File: config.mk
export PLATFORM = sky130hd
export DESIGN_NAME = bcd_wrap_counter
export DESIGN_NICKNAME = d
export VERILOG_FILES = /design/src/rtl/bcd_wrap_counter.sv
export SDC_FILE = /design/constraint.sdc
export NUM_CORES = 1
export LEC_CHECK = 0
export CORE_MARGIN = 2
export CORE_UTILIZATION = 40
export CTS_BUF_LIST = sky130_fd_sc_hd__clkbuf_8 sky130_fd_sc_hd__clkbuf_16
export CTS_CLUSTER_DIAMETER = 50
export CTS_CLUSTER_SIZE = 10
export DETAILED_ROUTE_END_ITERATION = 8
export GPL_TIMING_DRIVEN = 0
export PLACE_DENSITY_LB_ADDON = 0.2
export SYNTH_ARGS = -nofsm -noshare
export SYNTH_HDL_FRONTEND = slang
export SYNTH_SLANG_ARGS = --single-unit
File: constraint.sdc
create_clock -name clk -period 2.1 [get_ports clk]
set_input_delay 0.21 -clock clk [delete_from_list [all_inputs] [get_ports clk]]
set_output_delay 0.21 -clock clk [all_outputs]
set_load 0.01 [all_outputs]
File: src/rtl/bcd_wrap_counter.sv
// rtl/bcd_wrap_counter.sv - two-digit BCD up/down counter with configurable range and wrap pulses
module bcd_wrap_counter #(
  parameter int MIN_VALUE   = 0,
  parameter int MAX_VALUE   = 59,
  parameter bit USE_DYN_MAX = 1'b0
) (
  input  logic       clk,
  input  logic       rst,
  input  logic       en,
  input  logic       up,
  input  logic       down,
  input  logic       load,
  input  logic [3:0] load_ten,
  input  logic [3:0] load_unit,
  input  logic [3:0] max_ten,
  input  logic [3:0] max_unit,
  output logic [3:0] cnt_ten,
  output logic [3:0] cnt_unit,
  output logic       carry_o,
  output logic       borrow_o,
  output logic       load_err_o,
  output logic       at_max,
  output logic       at_min
);

  // Packed BCD {tens,units} orders the same as the decimal value when both digits are valid,
  // so all range checks are plain 8-bit compares on the packed digits.
  localparam logic [7:0] MIN_BCD   = {4'(MIN_VALUE / 10), 4'(MIN_VALUE % 10)};
  localparam logic [7:0] MINP1_BCD = {4'((MIN_VALUE + 1) / 10), 4'((MIN_VALUE + 1) % 10)};
  localparam logic [7:0] MAX_BCD   = {4'(MAX_VALUE / 10), 4'(MAX_VALUE % 10)};

  logic [7:0] cnt_q, cnt_nx;
  logic       carry_nx, borrow_nx, load_err_nx;
  logic [7:0] dyn_max, emax, load_val, cnt_inc, cnt_dec;
  logic       dyn_ok, load_ok, step_up, step_dn;

  assign dyn_max  = {max_ten, max_unit};
  assign dyn_ok   = (max_ten <= 4'd9) && (max_unit <= 4'd9) && (dyn_max >= MINP1_BCD);
  assign emax     = (USE_DYN_MAX && dyn_ok) ? dyn_max : MAX_BCD;

  assign load_val = {load_ten, load_unit};
  assign load_ok  = (load_ten <= 4'd9) && (load_unit <= 4'd9) &&
                    (load_val >= MIN_BCD) && (load_val <= emax);

  assign step_up  = en & up & ~down;
  assign step_dn  = en & down & ~up;

  assign cnt_inc  = (cnt_q[3:0] == 4'd9) ? {cnt_q[7:4] + 4'd1, 4'd0}
                                         : {cnt_q[7:4], cnt_q[3:0] + 4'd1};
  assign cnt_dec  = (cnt_q[3:0] == 4'd0) ? {cnt_q[7:4] - 4'd1, 4'd9}
                                         : {cnt_q[7:4], cnt_q[3:0] - 4'd1};

  always_comb begin
    cnt_nx      = cnt_q;
    carry_nx    = 1'b0;
    borrow_nx   = 1'b0;
    load_err_nx = 1'b0;
    if (load) begin
      if (load_ok) cnt_nx = load_val;
      else         load_err_nx = 1'b1;
    end else if (step_up) begin
      // A count stranded above a lowered max also wraps here.
      if (cnt_q >= emax) begin
        cnt_nx   = MIN_BCD;
        carry_nx = 1'b1;
      end else begin
        cnt_nx = cnt_inc;
      end
    end else if (step_dn) begin
      if (cnt_q == MIN_BCD) begin
        cnt_nx    = emax;
        borrow_nx = 1'b1;
      end else if (cnt_q > emax) begin
        cnt_nx = emax;
      end else begin
        cnt_nx = cnt_dec;
      end
    end
  end

  always_ff @(posedge clk or posedge rst) begin
    if (rst) begin
      cnt_q      <= MIN_BCD;
      carry_o    <= 1'b0;
      borrow_o   <= 1'b0;
      load_err_o <= 1'b0;
    end else begin
      cnt_q      <= cnt_nx;
      carry_o    <= carry_nx;
      borrow_o   <= borrow_nx;
      load_err_o <= load_err_nx;
    end
  end

  assign cnt_ten  = cnt_q[7:4];
  assign cnt_unit = cnt_q[3:0];
  assign at_max   = (cnt_q >= emax);
  assign at_min   = (cnt_q == MIN_BCD);

endmodule
==> run_results.csv <==
group,metric,value,unit
sta,finalSetupTns,0,ns
worst_setup_path,critPathLaunchType,"flip-flop",
worst_setup_path,cp-end-kind,"flip-flop",
final_layout,utilization,64.2,%
sta,post-route-min-period,2.08,ns
synthesis,synthDistinctLibCells,50,
worst_setup_path,path_buf_inv,1,
synthesis,synth_area,970,µm²
worst_setup_path,worstPathMaxFanout,6,
sta,fin_skew,0.00107,ns
sta,slew_headroom,50.0,%
sta,slew_violations,0,
worst_setup_path,crit_top_cell,"nand3_2",
worst_setup_path,arrival,2.21,ns
global_routing,grt_pass1_vias,970,
routing,drtIter0Drc,48,
final_layout,final_nets,181,
worst_setup_path,crit_path_top_delay_cell,"o211ai_1",
synthesis,synth_nets,141,
final_layout,area_delta_synth_final,49.3,%
floorplanning,fp.dieH,53.2,µm
floorplanning,die_area,0.00283,mm²
floorplanning,initial_core_util,43.0,%
worst_setup_path,r2r_start,"cnt_q[5]",
sta,setup_viol_count_final,0,
sta,worstMarginPinSlew,0.745,ns
clocking,clock-sinks,11,
global_routing,track_usage,21.4,%
global_routing,grt_max_degree,12,
power,power_density,1090,mW/mm²
synthesis,ys_seq_area_share,28.4,%
synthesis,ys_ff_latch,11,
flow_run,max_cap_viol_count,0,
synthesis,synth_top_area_share,28.4,%
clocking,cts_root_buf,"clkbuf_8",
floorplanning,die_w,53.2,µm
final_layout,num-fill-cells,197,
synthesis,synthArstFlopShare,100,%
routing,wl,2950,µm
worst_setup_path,crit_family,"compound AO/OA/AOI/OAI gates",
worst_setup_path,r2r_slack,0.02,ns
final_layout,drive_above_1_share,24.7,%
power,power_leakage,0.000599,µW
global_routing,antenna_found_initial,0,
routing,firstDrtPassIters,4,
final_layout,final_area,0.00145,mm²
worst_setup_path,reg2regPathDepth,7,
clocking,ctsHoldBuffers,0,
clocking,clk_pin_slew,0.05,ns
worst_hold_path,min_path_type,"in -> async",
clocking,cts_buffers,3,
clocking,cts_tree,"built",
floorplanning,row_count,17,
synthesis,ys.warnings.count,0,
sta,final.setup.worst_slack,0.0184,ns
worst_setup_path,crit_path_cell_trace,"inv_2, ha_4, nand3_2, o21a_4, o211ai_1, nand3_2, mux2_4",
clocking,htreeDepth,1,
routing,via_count,1078,
synthesis,yosysTopAreaCell,"dfrtp_1",
worst_setup_path,crit_type,"reg -> reg",
global_routing,grt_overflow,0,
power,vdd_drop_max,0.644,mV
floorplanning,core,0.00225,mm²
synthesis,synth_edf_count,0,
placed_design,portBuffers,26,
sta,min_period_over_period,99.1,%
sta,hold_viol_final,0,
global_routing,grt_pass1_wl,4330,µm
clocking,max-clock-path-buffers,2,
worst_setup_path,crit_required,2.23,ns
placed_design,dp_hpwl,2020,µm
routing,routedWlPerCell,16.2,µm
clocking,clkLatencyLatePin,0.24,ns
synthesis,synth_area_leaders,"dfrtp_1 (28%), ha_1 (5.2%), nor2_1 (3.9%), a21oi_1 (3.6%), o21ai_0 (3.6%)",
worst_setup_path,reg2reg_to,"cnt_q[5]",
routing,avgViaCountPerCell,5.92,
synthesis,avgSynthCellArea,8.43,µm²
placed_design,pre_cts_ws,-0.258,ns
placed_design,place.gp.congestion,0.865,
routing,drcViolationCount,0,
final_layout,layout.area.seq,278,µm²
final_layout,multiInputGateArea,682,µm²
floorplanning,io_pins,35,
worst_setup_path,cp-startpoint,"cnt_q[5]",
worst_setup_path,slowest_delay,0.43,ns
placed_design,dpl-instance-area,0.00126,mm²
final_layout,num_antenna_cells,0,
outcome,status,"complete, no violations",
power,p_total,1580,µW
synthesis,yosys_most_used_dff,"dfrtp_1",
routing,ant_nets,0,
synthesis,syn_inst,115,
sta,fmax,480,MHz
==> power breakdown <==
| part | switching [µW] | leakage (µW) | internal (µW) |
|---|---|---|---|
| Combinational | 481 | 0.000433 | 505 |
| Clock | 85.1 | 0.0000269 | 129 |
| Sequential | 105 | 0.000139 | 276 |
==> registers in the layout (all words and copies together) (netlist names) <==
name	cells
cnt_q	8
borrow_o	1
carry_o	1
load_err_o	1
==> placed cells by master (no fill, tap or decap), drive strengths merged, types with 2 or more instances in the layout <==
cell           netlist  routed
ha                   4       4
nor3                 3       3
nand4b               2       2
nor4                 5       5
a21oi                7       7
nand2                6       6
dfrtp               11      11
nand3                6       6
nand4bb              2       2
and2                 2       2
buf                  3      12
a2111oi              2       2
mux2                 2       2
nor2                10      10
o21a                 2       2
clkbuf               3       6
nand4                2       2
xor2                 2       2
inv                  9      10
or3                  2       2
clkdlybuf4s50        0      25
o21ai                8       8
and3                 2       2
==> worst max-delay path by stage <==
stage                to  slack [ns]  cells past startpoint
2_1_floorplan  cnt_q[5]        0.02                      9
3_3_place_gp   cnt_q[7]       -0.25                      7
3_5_place_dp   cnt_q[7]       -0.26                      7
4_1_cts        cnt_q[7]       0.004                      7
5_1_grt        cnt_q[6]       -0.07                      8
6_report       cnt_q[5]        0.02                      7
==> cells in the mapped netlist (all sizes together) (2+ instances only) <==
cell	instances
and3	2
clkbuf	3
inv	9
buf	3
ha	4
nor2	10
nor3	3
o21a	2
nand4	2
dfrtp	11
xor2	2
nor4	5
and2	2
nand4b	2
a21oi	7
nand4bb	2
a2111oi	2
nand2	6
mux2	2
nand3	6
or3	2
o21ai	8
==> layer usage <==
layer | up-vias | GRT usage [%] | share of wire [%]
li1 | 517 | - | -
met1 | 506 | 28.0 | 42
met2 | 46 | 34.2 | 50
met3 | 9 | 2.54 | 5.2
met4 | 0 | 11.1 | 2.5
met5 | - | 0 | 0
==> per-stage QoR <==
step,instances,hold slack [ns]
after CTS,177,0.294
final,182,0.279
after floorplan,115,0.0624
after detailed placement,169,0.550
after global routing,182,0.325
after global placement,169,0.543
==> repair_timing <==
item,CTS,global route
setup buffers,4,6
gates resized for setup,7,12
endpoints found under the hold margin,0,0
gates cloned,0,0
setup endpoints to repair,5,8
pin swaps,1,7
==> logic make-up after synthesis <==
| group | count (synthesis) | synth area share, % |
|---|---|---|
| adders and majority gates | 4 | 5.16 |
| AOI/OAI and AO/OA | 31 | 22.7 |
| DFF | 11 | 28.4 |
| xor gates and xnor gates | 3 | 2.71 |
| buffers and inverters | 15 | 7.23 |
| muxes | 2 | 2.32 |
| and+or+nand+nor | 49 | 31.5 |
==> cell type report <==
type | count | area share [%]
buffer | 5 | 2.33
clock buffer | 3 | 2.85
clock inverter | 1 | 0.259
inverter | 9 | 2.51
multi-input combinational | 89 | 47.1
sequential | 11 | 19.2
tap | 28 | 2.42
timing repair buffer | 36 | 23.3
Note: power is estimated with default switching activity, not from simulation.
